**src/rtl/cpu_pkg.sv**
```systemverilog
// Shared widths, funct3 access-size codes and the memory-stage state type.
package cpu_pkg;
    localparam int ADDR_WIDTH              = 32;
    localparam int DATA_WIDTH              = 32;
    localparam int REGISTER_INDEXING_WIDTH = 5;

    localparam logic [2:0] FUNCT3_B  = 3'b000;
    localparam logic [2:0] FUNCT3_H  = 3'b001;
    localparam logic [2:0] FUNCT3_W  = 3'b010;
    localparam logic [2:0] FUNCT3_BU = 3'b100;
    localparam logic [2:0] FUNCT3_HU = 3'b101;

    typedef enum logic [1:0] {
        EMPTY = 2'd0,
        REQ   = 2'd1,
        WAIT  = 2'd2,
        DONE  = 2'd3
    } mem_stage_state_t;
endpackage

```
**src/rtl/load_store_align.sv**
```systemverilog
// Combinational byte-lane steering for stores, load extraction/extension,
// and misalignment / illegal-size detection.
module load_store_align
    import cpu_pkg::*;
(
    input  logic                  is_load,
    input  logic                  is_store,
    input  logic [1:0]            addr_low,
    input  logic [2:0]            funct3,
    input  logic [DATA_WIDTH-1:0] store_data,
    input  logic [DATA_WIDTH-1:0] read_word,
    output logic [3:0]            wstrb,
    output logic [DATA_WIDTH-1:0] wdata,
    output logic [DATA_WIDTH-1:0] load_data,
    output logic                  misaligned,
    output logic                  illegal
);
    logic                  illegal_raw_s;
    logic                  misaligned_raw_s;
    logic                  mem_op_s;
    logic [DATA_WIDTH-1:0] shifted_s;

    assign mem_op_s  = is_load | is_store;
    assign shifted_s = read_word >> {addr_low, 3'b000};

    // Size legality and alignment; flags only meaningful for memory operations
    always_comb begin
        illegal_raw_s    = 1'b0;
        misaligned_raw_s = 1'b0;
        case (funct3)
            FUNCT3_B:  misaligned_raw_s = 1'b0;
            FUNCT3_H:  misaligned_raw_s = addr_low[0];
            FUNCT3_W:  misaligned_raw_s = (addr_low != 2'b00);
            FUNCT3_BU: illegal_raw_s    = is_store;
            FUNCT3_HU: begin
                illegal_raw_s    = is_store;
                misaligned_raw_s = addr_low[0];
            end
            default:   illegal_raw_s    = 1'b1;
        endcase
        illegal    = mem_op_s & illegal_raw_s;
        misaligned = mem_op_s & ~illegal_raw_s & misaligned_raw_s;
    end

    // Store lane placement
    always_comb begin
        wstrb = 4'b0000;
        wdata = {DATA_WIDTH{1'b0}};
        case (funct3)
            FUNCT3_B: begin
                wstrb = 4'b0001 << addr_low;
                wdata = {4{store_data[7:0]}};
            end
            FUNCT3_H: begin
                wstrb = 4'b0011 << addr_low;
                wdata = {2{store_data[15:0]}};
            end
            FUNCT3_W: begin
                wstrb = 4'b1111;
                wdata = store_data;
            end
            default: begin
                wstrb = 4'b0000;
                wdata = {DATA_WIDTH{1'b0}};
            end
        endcase
    end

    // Load lane extraction and sign/zero extension
    always_comb begin
        load_data = {DATA_WIDTH{1'b0}};
        case (funct3)
            FUNCT3_B:  load_data = {{24{shifted_s[7]}}, shifted_s[7:0]};
            FUNCT3_H:  load_data = {{16{shifted_s[15]}}, shifted_s[15:0]};
            FUNCT3_W:  load_data = read_word;
            FUNCT3_BU: load_data = {24'd0, shifted_s[7:0]};
            FUNCT3_HU: load_data = {16'd0, shifted_s[15:0]};
            default:   load_data = {DATA_WIDTH{1'b0}};
        endcase
    end
endmodule

```
**src/rtl/memory_stage.sv**
```systemverilog
// Memory pipeline stage: single-outstanding data-bus access with the standard
// prev_done/stall_prev and done_next/next_stall stage handshake.
module memory_stage
    import cpu_pkg::*;
(
    input  logic                               clk,
    input  logic                               rst,
    input  logic                               prev_done,
    output logic                               stall_prev,
    input  logic                               next_stall,
    output logic                               done_next,
    input  logic [ADDR_WIDTH-1:0]              program_count_in,
    output logic [ADDR_WIDTH-1:0]              program_count_out,
    input  logic                               load_in,
    input  logic                               store_in,
    input  logic [2:0]                         funct_3_in,
    input  logic [DATA_WIDTH-1:0]              result_data_in,
    input  logic                               result_data_valid_in,
    input  logic [DATA_WIDTH-1:0]              memory_store_data_in,
    input  logic                               memory_store_data_valid_in,
    input  logic [REGISTER_INDEXING_WIDTH-1:0] write_register_in,
    output logic [REGISTER_INDEXING_WIDTH-1:0] write_register_out,
    input  logic                               writeback_enabled_in,
    output logic                               writeback_enabled_out,
    output logic [DATA_WIDTH-1:0]              writeback_data_out,
    output logic                               writeback_data_valid_out,
    output logic                               misaligned_out,
    output logic                               access_illegal_out,
    output logic                               mem_req_valid,
    input  logic                               mem_req_ready,
    output logic [ADDR_WIDTH-1:0]              mem_addr,
    output logic                               mem_write,
    output logic [3:0]                         mem_wstrb,
    output logic [DATA_WIDTH-1:0]              mem_wdata,
    input  logic                               mem_resp_valid,
    input  logic [DATA_WIDTH-1:0]              mem_rdata
);
    mem_stage_state_t state_r, state_n_s;

    logic                  transfer_prev_s, transfer_next_s;
    logic                  is_load_in_s, is_store_in_s, mem_op_in_s;
    logic [1:0]            al_addr_low_s;
    logic [2:0]            al_funct3_s;
    logic [3:0]            al_wstrb_s;
    logic [DATA_WIDTH-1:0] al_wdata_s, al_load_data_s;
    logic                  al_misaligned_s, al_illegal_s;
    logic                  unused_s;

    logic [ADDR_WIDTH-1:0] addr_r;
    logic [2:0]            funct3_r;
    logic                  store_r;
    logic [3:0]            wstrb_r;
    logic [DATA_WIDTH-1:0] wdata_r;

    assign unused_s        = memory_store_data_valid_in;
    assign is_load_in_s    = load_in;
    assign is_store_in_s   = store_in & ~load_in;
    assign mem_op_in_s     = is_load_in_s | is_store_in_s;

    assign done_next       = ~rst & (state_r == DONE);
    assign transfer_next_s = done_next & ~next_stall;
    assign stall_prev      = rst | ((state_r != EMPTY) & ~transfer_next_s);
    assign transfer_prev_s = prev_done & ~stall_prev;

    assign mem_req_valid   = (state_r == REQ);
    assign mem_addr        = {addr_r[ADDR_WIDTH-1:2], 2'b00};
    assign mem_write       = store_r;
    assign mem_wstrb       = wstrb_r;
    assign mem_wdata       = wdata_r;

    // Decode the incoming instruction while accepting, otherwise the held one
    always_comb begin
        al_addr_low_s = addr_r[1:0];
        al_funct3_s   = funct3_r;
        if (transfer_prev_s) begin
            al_addr_low_s = result_data_in[1:0];
            al_funct3_s   = funct_3_in;
        end else begin
            al_addr_low_s = addr_r[1:0];
            al_funct3_s   = funct3_r;
        end
    end

    load_store_align u_align (
        .is_load    (is_load_in_s),
        .is_store   (is_store_in_s),
        .addr_low   (al_addr_low_s),
        .funct3     (al_funct3_s),
        .store_data (memory_store_data_in),
        .read_word  (mem_rdata),
        .wstrb      (al_wstrb_s),
        .wdata      (al_wdata_s),
        .load_data  (al_load_data_s),
        .misaligned (al_misaligned_s),
        .illegal    (al_illegal_s)
    );

    // Stage state register
    always_ff @(posedge clk) begin
        if (rst) begin
            state_r <= EMPTY;
        end else begin
            state_r <= state_n_s;
        end
    end

    // Next-state logic
    always_comb begin
        state_n_s = state_r;
        if (transfer_prev_s) begin
            if (!mem_op_in_s || al_misaligned_s || al_illegal_s) begin
                state_n_s = DONE;
            end else begin
                state_n_s = REQ;
            end
        end else begin
            case (state_r)
                EMPTY: state_n_s = EMPTY;
                REQ: begin
                    if (mem_req_ready) begin
                        state_n_s = store_r ? DONE : WAIT;
                    end else begin
                        state_n_s = REQ;
                    end
                end
                WAIT: begin
                    if (mem_resp_valid) begin
                        state_n_s = DONE;
                    end else begin
                        state_n_s = WAIT;
                    end
                end
                DONE: begin
                    if (transfer_next_s) begin
                        state_n_s = EMPTY;
                    end else begin
                        state_n_s = DONE;
                    end
                end
                default: state_n_s = EMPTY;
            endcase
        end
    end

    // Capture accepted instruction fields; latch load data on the response
    always_ff @(posedge clk) begin
        if (rst) begin
            program_count_out        <= {ADDR_WIDTH{1'b0}};
            write_register_out       <= {REGISTER_INDEXING_WIDTH{1'b0}};
            writeback_enabled_out    <= 1'b0;
            writeback_data_out       <= {DATA_WIDTH{1'b0}};
            writeback_data_valid_out <= 1'b0;
            misaligned_out           <= 1'b0;
            access_illegal_out       <= 1'b0;
            addr_r                   <= {ADDR_WIDTH{1'b0}};
            funct3_r                 <= 3'b000;
            store_r                  <= 1'b0;
            wstrb_r                  <= 4'b0000;
            wdata_r                  <= {DATA_WIDTH{1'b0}};
        end else if (transfer_prev_s) begin
            program_count_out        <= program_count_in;
            write_register_out       <= write_register_in;
            writeback_enabled_out    <= writeback_enabled_in & ~al_misaligned_s & ~al_illegal_s;
            writeback_data_out       <= mem_op_in_s ? {DATA_WIDTH{1'b0}} : result_data_in;
            writeback_data_valid_out <= mem_op_in_s ? 1'b0 : result_data_valid_in;
            misaligned_out           <= al_misaligned_s;
            access_illegal_out       <= al_illegal_s;
            addr_r                   <= result_data_in[ADDR_WIDTH-1:0];
            funct3_r                 <= funct_3_in;
            store_r                  <= is_store_in_s;
            wstrb_r                  <= al_wstrb_s;
            wdata_r                  <= al_wdata_s;
        end else if ((state_r == WAIT) && mem_resp_valid) begin
            writeback_data_out       <= al_load_data_s;
            writeback_data_valid_out <= 1'b1;
        end
    end
endmodule

```
**config.mk**
```make
export PLATFORM = sky130hd
export DESIGN_NAME = memory_stage
export DESIGN_NICKNAME = d
export VERILOG_FILES = /design/src/rtl/cpu_pkg.sv /design/src/rtl/load_store_align.sv /design/src/rtl/memory_stage.sv
export SDC_FILE = /design/constraint.sdc
export NUM_CORES = 1
export LEC_CHECK = 0
export BUFFER_PORTS_ARGS = -buffer_cell sky130_fd_sc_hd__buf_2
export CAP_MARGIN = 15
export CORE_MARGIN = 2
export CORE_UTILIZATION = 52
export DETAILED_ROUTE_END_ITERATION = 16
export PLACE_DENSITY = 0.86
export SLEW_MARGIN = 15
export SYNTH_ARGS = -nofsm -noshare
export SYNTH_HDL_FRONTEND = slang
export SYNTH_SLANG_ARGS = --single-unit
```
**constraint.sdc**
```tcl
create_clock -name clk -period 5.2 [get_ports clk]
set_clock_uncertainty 0.1 [all_clocks]
set_input_delay 1.04 -clock clk [delete_from_list [all_inputs] [get_ports clk]]
set_output_delay 1.04 -clock clk [all_outputs]
set_load 0.05 [all_outputs]
```
After elaboration in Yosys (flattened, before gate mapping). Index checks and enable logic that the tools add are counted.

Logic and storage cells: 75. Output and inout bits: 145. Flip-flop bits (word level): 147. Input bits: 147.

Multiplexer cells: 20. Reductions and logical operators: 12. Bitwise logic cells: 20. Shift-type cells: 3. Equal/unequal tests: 7.

Operator list (count): $pmux 32 s5 (1); $mux 32 (3); $pmux 32 s3 (1); $shr 32x5->16 (1); $pmux 4 s3 (1); $and 1x1->1 (10); $mux 2 (5); $not 1->1 (8); $pmux 2 s4 (1); $eq 3x3->1 const B (2); $reduce_bool 2->1 (3); $mux 1 (5); $eq 2x2->1 const B (2); $pmux 1 s2 (2); $reduce_or 2->1 (2); $shl 1x2->4 const A (1); $shl 2x2->4 const A (1); $eq 3x1->1 const B (1); $eq 3x2->1 const B (1); $logic_not 3->1 (1); $mux 3 (1); $reduce_or 3->1 (1); $eq 2x1->1 const B (1); $logic_not 2->1 (1); other kinds (4) (6).

Logic depth before layout (Yosys ltp). Gate-level depths: netlist (run 1).

Depth in word-level cells: 19. Gate-level depth with buffers: 9. Gate-level depth less buffers: 6.

By module. From an unflattened synthesis (run 1), not the netlist that was laid out.

Cells, all modules: 916. Area total of the unflattened synthesis: 7274.5 sq um.

By module, submodules not included: memory_stage (times used 1, area an instance 5957.0 sq um, cells an instance 693); load_store_align (times used 1, area an instance 1317.5 sq um, cells an instance 223).

Worst setup path before layout (run 1). No wires, ideal clock.

Path kind: input-to-output. From: input rst. To: output stall_prev. Data arrival time: 2.037 ns. Setup slack: 2.023 ns. Cell stages on the path: 4. Required time: 4.060 ns. Path through: clkbuf_1 clkbuf_1 inv_1 nand2_1.

Longest elaborated chain between the ends: 6.

RTL lines: from (decl) (RTL line memory_stage.sv:7) `input logic rst,`; $not 1->1 (RTL line memory_stage.sv:60) `assign done_next = ~rst & (state_r == DONE);`; $and 1x1->1 (RTL line memory_stage.sv:60); $and 1x1->1 (RTL line memory_stage.sv:61) `assign transfer_next_s = done_next & ~next_stall;`; $not 1->1 (RTL line memory_stage.sv:62) `assign stall_prev = rst | ((state_r != EMPTY) & ~transfer_next_s);`; $and 1x1->1 (RTL line memory_stage.sv:62); $or 1x1->1 (*) (RTL line memory_stage.sv:62); to (decl) (RTL line memory_stage.sv:9) `output logic stall_prev,`.

Mark *: on every way between the ends. The rest lies on a longest branch, timed or not.

Worst setup path in the final report (run 1).
From: input rst. To: register wdata_r[12] (netlist: mem_wdata[12]).

Longest elaborated chain between the ends: 11.

RTL lines: $not 1->1 (RTL line memory_stage.sv:60); $and 1x1->1 (RTL line memory_stage.sv:60); $and 1x1->1 (RTL line memory_stage.sv:61); $not 1->1 (RTL line memory_stage.sv:62); $and 1x1->1 (RTL line memory_stage.sv:62); $or 1x1->1 (RTL line memory_stage.sv:62); $not 1->1 (RTL line memory_stage.sv:63) `assign transfer_prev_s = prev_done & ~stall_prev;`; $and 1x1->1 (RTL line memory_stage.sv:63); $mux 3 (RTL line memory_stage.sv:75) `if (transfer_prev_s) begin`; $eq 3x2->1, or another cell as far along (RTL line load_store_align.sv:49) `case (funct3)`; $pmux 32 s3 (RTL line load_store_align.sv:49); to (signal assigned) (RTL line memory_stage.sv:159) `wdata_r <= {DATA_WIDTH{1'b0}};`; to (signal assigned) (RTL line memory_stage.sv:172) `wdata_r <= al_wdata_s;`; to (decl) (RTL line memory_stage.sv:53) `logic [DATA_WIDTH-1:0] wdata_r;`.

Parallel ways exist; a longest one is shown, timed or not. A chain may end at the register's enable or synchronous reset.

==> flow_metrics.env, run 1 <==
export IMPL_cts_hold_buffers=0
export IMPL_synth_main_ff_cell="dfxtp_1"
export IMPL_vdd_ir_drop_max_mv=0.3668
export IMPL_path_class="input pin to flip-flop"
export IMPL_ys_warn_count=0
export IMPL_start_kind="input pin"
export IMPL_final_hold_violation_count=0
export IMPL_route_detailed_drc=0
export IMPL_ff2ff_setup_slack_ns=1.78
export IMPL_grt_ovfl_total=0
export IMPL_fin_crit_ns=3.613
export IMPL_rows=42
export IMPL_min_delay_start="addr_r[10]"
export IMPL_cp_arrival_ns=3.86
export IMPL_portBuffers=288
export IMPL_required_ns=5.45
export IMPL_antenna_found_initial=2
export IMPL_final_cell_mix="buf_2, nand2_1, dfxtp_1"
export IMPL_dpl_hpwl_mm=17.01
export IMPL_multi_input_area_sq_um=3496
export IMPL_seqPwrFrac_pct=37.7
export IMPL_slowest_stage="o31ai_1"
export IMPL_grt_max_degree=100
export IMPL_avgRoutedWirePerCell_um=18.66
export IMPL_syn_to_final_growth_pct=26.07
export IMPL_clock_root_buffer="clkbuf_16"
export IMPL_regToRegStartpoint="state_r[0]"
export IMPL_p_leak_nw=3.934
export IMPL_switching_power_mw=1.081
export IMPL_maxCapViolCount=0
export IMPL_power_frac_comb_pct=23.9
export IMPL_cts_clk_slew_worst_paths_ns=0.06
export IMPL_final_common_cell="buf_2"
export IMPL_cts_tree="built"
export IMPL_synth_cell_types=57
export IMPL_synth_edff_count=0
export IMPL_numCtsBuffers=17
export IMPL_crit_family="compound AO/OA/AOI/OAI gates"
export IMPL_via_per_inst=5.925
export IMPL_clk_path_buf_depth=2
export IMPL_r2r_end="writeback_enabled_out"
export IMPL_hold_class="flip-flop to flip-flop"
export IMPL_die_h_um=119.9
export IMPL_die_area_sq_um=14360
export IMPL_pwr_share_clk_pct=38.4
export IMPL_worst_pin_slew_ns=1.094
export IMPL_status="finished clean"
export IMPL_ant_nets=0
export IMPL_postSynth_asyncResetShare_pct=0
export IMPL_finalNonFillerCells=1285
export IMPL_whs_ns=0.3482
export IMPL_max_freq_ghz=0.2768
export IMPL_pin_count=292
export IMPL_register_area_sq_um=2943
export IMPL_syn_area_per_cell_sq_um=7.976
export IMPL_fill_cells=1140
export IMPL_hold_end="addr_r[10]"
export IMPL_p_sw_share_pct=32.76
export IMPL_crit_top_cell="buf_4"
export IMPL_clock_latency_ns=0.42
export IMPL_finalSetupViolCount=0
export IMPL_syn_area_sq_um=6979
export IMPL_maxSlewViolCount=0
export IMPL_place_inst=1254
export IMPL_grt_use_total_pct=32.23
export IMPL_post_cts_buffers=0
export IMPL_timing_final_crit_share_pct=69.48
export IMPL_synth_cells=875
export IMPL_synth_seq_area_share_pct=42.17
export IMPL_max_slew_margin_pct=27.10
export IMPL_layout_nets=1244
export IMPL_place_congestion=0.9303
export IMPL_critPathBufInv=2
export IMPL_path_max_fanout=42
export IMPL_critPathCaptureType="flip-flop"
export IMPL_max_stage_delay_ns=0.79
export IMPL_core_region_area_sq_um=13190
export IMPL_final_layout_size_suffix_gt1_share_pct=32.49
export IMPL_drt_iter0_markers=890
export IMPL_intPower_mw=2.218
export IMPL_hold_depth=2
export IMPL_drt_wl_total_mm=23.98
export IMPL_rsz0062_at_grt="no"
export IMPL_h_tree_depth=4
export IMPL_worstPathCellList="buf_4 > nor2b_1 > o21ai_4 > buf_4 > o31ai_1 > a22oi_1 > o21ai_0"
export IMPL_power_density_nw_per_um2=375.0
export IMPL_setup_tns_ns=0
export IMPL_r2r_cells=7
export IMPL_clkSinkCount=147
export IMPL_cts_resized=0
export IMPL_grt_pass1_vias=6870
export IMPL_grt_pass1_wl_mm=36.43
export IMPL_dr_pass1_iters=8
export IMPL_die_w_um=119.9
export IMPL_synth_seq_cells=147
export IMPL_vias=7614
export IMPL_initial_utilization_pct=52.91
[metrics by stage]
step | utilization [%] | power [mW] | area, sq um | setup slack (ns)
after floorplan | - | 1.832 | 6983 | 2.023
after global placement | 62.17 | 2.031 | 8200 | 1.208
after detailed placement | 62.17 | 2.043 | 8200 | 1.207
after CTS | 66.69 | 3.297 | 8796 | 1.641
after global routing | 66.69 | 3.408 | 8796 | 1.384
final | 66.70 | 3.299 | 8798 | 1.587
[registers in the layout, summed over array words and instances (netlist names)]
signal and count:
writeback_data_valid_out 1, writeback_data_out 32, addr_r 32, funct3_r 3
misaligned_out 1, write_register_out 5, program_count_out 32, writeback_enabled_out 1
mem_write 1, mem_wstrb 4, state_r 2, mem_wdata 32
access_illegal_out 1
[final cells by class]
class	instances	share of cell area, %
Multi-Input combinational cell	629	39.73
Sequential cell	147	33.45
Timing Repair Buffer	300	17.43
Clock buffer	20	4.963
Tap cell	176	2.503
Clock inverter	10	1.806
Inverter	2	0.08532
Antenna cell	1	0.02844
[kinds of logic (layout without fill, tap and decap cells)]
group,Yosys count,in the layout,share of synthesized area [%]
AO/OA/AOI/OAI,271,271,25.03
AND/OR/NAND/NOR,330,330,20.65
multiplexers,25,25,4.016
buffers and inverters,100,332,7.960
other,1,3,0.05373
flip-flops,147,147,42.17
XOR/XNOR,1,1,0.1255
[worst register-to-register path: cells and delay by family, from the launching register on]
family / cells / cell delay (ns)
AO/OA/AOI/OAI: 3 / 1.13
AND/OR/NAND/NOR: 2 / 0.57
flip-flops: 1 / 0.57
buffers and inverters: 1 / 0.53
multiplexers: 1 / 0.43
[worst max-delay path by stage]
stage | to | slack, ns | cells after the start | from
CTS | writeback_enabled_out | 1.64 | 8 | next_stall
detailed placement | writeback_enabled_out | 1.21 | 8 | next_stall
finish | mem_wdata[12] | 1.59 | 7 | rst
global route | writeback_enabled_out | 1.38 | 8 | next_stall
floorplan | stall_prev | 2.02 | 4 | rst
global placement | writeback_enabled_out | 1.21 | 8 | next_stall
[power groups by stage]
stage                     Clock [mW]  Combinational [mW]  Sequential [mW]
after floorplan                    0               0.383             1.45
after detailed placement           0               0.777             1.27
after global placement             0               0.768             1.26
after global routing            1.32               0.837             1.25
after CTS                       1.27               0.782             1.24
final                           1.27               0.789             1.24
[routing by layer]
| layer | global-route usage [%] | vias to the layer above | wire length [um] |
|---|---|---|---|
| met5 | 0 | - | 13 |
| met4 | 13.01 | 2 | 746 |
| met3 | 8.603 | 65 | 2220 |
| met2 | 53.96 | 440 | 11690 |
| met1 | 39.36 | 3563 | 9311 |
| li1 | - | 3544 | - |
[synth_stat cells, types with 3 or more instances]
library cell | n | area (sq um)
nand2_1 | 181 | 679.4
a221o_1 | 5 | 50.05
o22ai_1 | 6 | 37.54
a222oi_1 | 21 | 210.2
nor2_1 | 76 | 285.3
o21ai_0 | 20 | 100.1
buf_4 | 33 | 247.7
mux2i_1 | 5 | 50.05
a221oi_1 | 4 | 35.03
nor3_1 | 11 | 55.05
nor2b_1 | 7 | 43.79
and2_1 | 3 | 18.77
a22oi_1 | 34 | 255.2
a31oi_1 | 25 | 156.4
a21oi_1 | 123 | 615.6
buf_6 | 3 | 33.78
and3_1 | 4 | 25.02
dfxtp_1 | 147 | 2943
or3_1 | 26 | 162.7
mux2_2 | 18 | 202.7
clkbuf_1 | 34 | 127.6
a211oi_1 | 4 | 30.03
nand2b_1 | 6 | 37.54
buf_2 | 27 | 135.1
o211ai_1 | 9 | 67.56
(Power assumes the default switching activity.)
==> run 2, diff against run 1 <==
ABC_AREA = 1   (was unset)
CORE_UTILIZATION = 49   (was 52)
PLACE_DENSITY = 0.81   (was 0.86)
clock period = 3.4 ns   (was 5.2 ns; I/O delays follow)
==> run 2 against run 1 <==
Flip-flop and latch count unchanged. Global-route usage shrank 3.9 points. Combinational power rose by 130%. Clock power up 52%. Register-to-register slack got worse by 1.1 ns. Synthesized cell count increased by 19%. Clock-buffer cell count unchanged. Sequential share of layout area fell by 1.0 points. Routed wire length is 5.0% lower. Setup slack got worse by 0.86 ns. Area after synthesis up 3.4%. Worst hold slack better by 0.0090 ns.
==> flow_metrics.env, run 2 <==
export IMPL_die_w_um=125.3
export IMPL_synth_top_area_share_pct=40.79
export IMPL_portBuffers=288
export IMPL_power_density_nw_per_um2=631.8
export IMPL_dr_pass1_iters=7
export IMPL_fin_crit_ns=2.673
export IMPL_avgRoutedWirePerCell_um=15.54
export IMPL_pin_count=292
export IMPL_grt_pass1_vias=6842
export IMPL_rsz0062_at_grt="no"
export IMPL_vias=7824
export IMPL_clk_path_buf_depth=2
export IMPL_hold_class="flip-flop to flip-flop"
export IMPL_grt_pass1_wl_mm=35.65
export IMPL_grt_use_total_pct=28.30
export IMPL_cp_arrival_ns=2.92
export IMPL_max_freq_ghz=0.3741
export IMPL_post_cts_buffers=0
export IMPL_intPower_mw=3.514
export IMPL_route_detailed_drc=0
export IMPL_synth_edff_count=0
export IMPL_clock_root_buffer="clkbuf_16"
export IMPL_start_kind="flip-flop"
export IMPL_cts_resized=0
export IMPL_place_congestion=0.9644
export IMPL_grt_ovfl_total=0
export IMPL_max_slew_margin_pct=46.52
export IMPL_core_region_area_sq_um=14480
export IMPL_die_h_um=125.3
export IMPL_synth_commonest_cells="nand2_1, dfxtp_1, o21ai_0, nor2_1, a21oi_1"
export IMPL_finalSetupViolCount=0
export IMPL_syn_area_per_cell_sq_um=6.904
export IMPL_critPathCaptureType="flip-flop"
export IMPL_h_tree_depth=4
export IMPL_cts_hold_buffers=0
export IMPL_worst_pin_slew_ns=0.8022
export IMPL_pwr_share_clk_pct=33.6
export IMPL_path_class="flip-flop to flip-flop"
export IMPL_syn_area_sq_um=7214
export IMPL_status="finished clean"
export IMPL_setup_tns_ns=0
export IMPL_via_per_inst=5.337
export IMPL_fill_cells=1333
export IMPL_layout_nets=1414
export IMPL_antenna_found_initial=2
export IMPL_clkSinkCount=147
export IMPL_seqPwrFrac_pct=34.3
export IMPL_synthTopCellsByArea="dfxtp_1, nand2_1, o21ai_0"
export IMPL_ant_nets=0
export IMPL_maxSlewViolCount=0
export IMPL_grt_max_degree=75
export IMPL_power_frac_comb_pct=32.1
export IMPL_cts_tree="built"
export IMPL_synth_main_ff_cell="dfxtp_1"
export IMPL_syn_to_final_growth_pct=25.81
export IMPL_dpl_hpwl_mm=16.21
export IMPL_yosysMostFrequentCell="nand2_1"
export IMPL_synth_cells=1045
export IMPL_required_ns=3.65
export IMPL_drt_iter0_markers=839
export IMPL_synth_cell_types=33
export IMPL_synth_seq_cells=147
export IMPL_drt_wl_total_mm=22.78
export IMPL_vdd_ir_drop_max_mv=0.3602
export IMPL_ys_warn_count=0
export IMPL_utilization_pct=62.69
export IMPL_switching_power_mw=2.220
export IMPL_die_area_sq_um=15710
export IMPL_postSynth_asyncResetShare_pct=0
export IMPL_p_sw_share_pct=38.72
export IMPL_rows=44
export IMPL_path_max_fanout=22
export IMPL_p_leak_nw=4.568
export IMPL_post_synth_top_area_cell="dfxtp_1"
export IMPL_final_layout_size_suffix_gt1_share_pct=29.84
export IMPL_synth_seq_area_share_pct=40.79
export IMPL_cts_clk_slew_worst_paths_ns=0.06
export IMPL_maxCapViolCount=0
export IMPL_final_common_cell="nand2_1"
export IMPL_numCtsBuffers=17
export IMPL_clock_latency_ns=0.43
export IMPL_timing_final_crit_share_pct=78.62
export IMPL_final_hold_violation_count=0
export IMPL_initial_utilization_pct=49.83
export IMPL_final_cell_mix="nand2_1, buf_2, dfxtp_1"
## run 2: path summary, 6_finish.rpt
path / from / to / slack [ns] / cells after the start
max: state_r[1] / mem_wdata[28] / 0.73 / 13
min: addr_r[11] / addr_r[11] / 0.36 / 2
max reg2reg: state_r[1] / mem_wdata[28] / 0.73 / 13
min reg2reg: addr_r[11] / addr_r[11] / 0.36 / 2
## run 2: metrics by stage
| step | cell area [sq um] | total power [mW] | instances | worst slack [ns] | hold WS, ns |
|---|---|---|---|---|---|
| global route | 9076 | 5.993 | 1466 | 0.6070 | 0.3735 |
| global placement | 8459 | 3.801 | 1432 | 0.5276 | 0.3490 |
| finish | 9076 | 5.735 | 1466 | 0.7271 | 0.3572 |
| detailed placement | 8459 | 3.820 | 1432 | 0.4963 | 0.3517 |
| CTS | 9071 | 5.736 | 1464 | 0.7926 | 0.3611 |
| floorplan | 7218 | 3.383 | 1046 | 1.007 | 0.3448 |
## run 2: logic make-up (layout without fill, tap and decap cells)
group / Yosys count / in the layout / share of synthesized area (%)
AOI/OAI and AO/OA: 239 / 239 / 18.18
buffers and inverters: 170 / 404 / 11.62
DFF: 147 / 147 / 40.79
other: 1 / 4 / 0.05198
and+or+nand+nor: 488 / 488 / 29.36
## run 2: per-layer routing
metal,up-vias,share of wire [%],GRT usage [%]
met1,3540,43,37.83
met5,-,0,0
met2,406,46,44.28
met4,0,3.5,12.48
met3,73,7.4,5.948
li1,3805,-,-
## run 2: critical path: stages (launching register included)
cell and delay (ns):
dfxtp_1 0.40, nand2_1 0.12, nor2_4 0.12, nand2_4 0.08
nand2_8 0.11, nand2_8 0.14, o21ai_4 0.22, nand2_2 0.14
nor2_4 0.46, buf_4 0.31, nand2_1 0.08, nand3_1 0.10
nand2_1 0.07, a21oi_1 0.14
## run 2: power by group through the flow
| stage | Clock [mW] | Sequential (mW) | Combinational (mW) |
|---|---|---|---|
| after global placement | 0 | 1.99 | 1.81 |
| after CTS | 1.94 | 1.97 | 1.83 |
| after detailed placement | 0 | 2.00 | 1.82 |
| after floorplan | 0 | 2.47 | 0.915 |
| after global routing | 2.03 | 1.98 | 1.98 |
| final | 1.93 | 1.97 | 1.84 |
## run 2: final cells by class
cell class                      instances  area (sq um)  area share (%)
Multi-Input combinational cell        729          3440           37.90
Sequential cell                       147          2943           32.42
Timing Repair Buffer                  305          1594           17.56
Clock buffer                           20         466.7           5.142
Inverter                               67         252.7           2.785
Tap cell                              184         230.2           2.537
Clock inverter                         12         145.1           1.599
Antenna cell                            2         5.005         0.05514
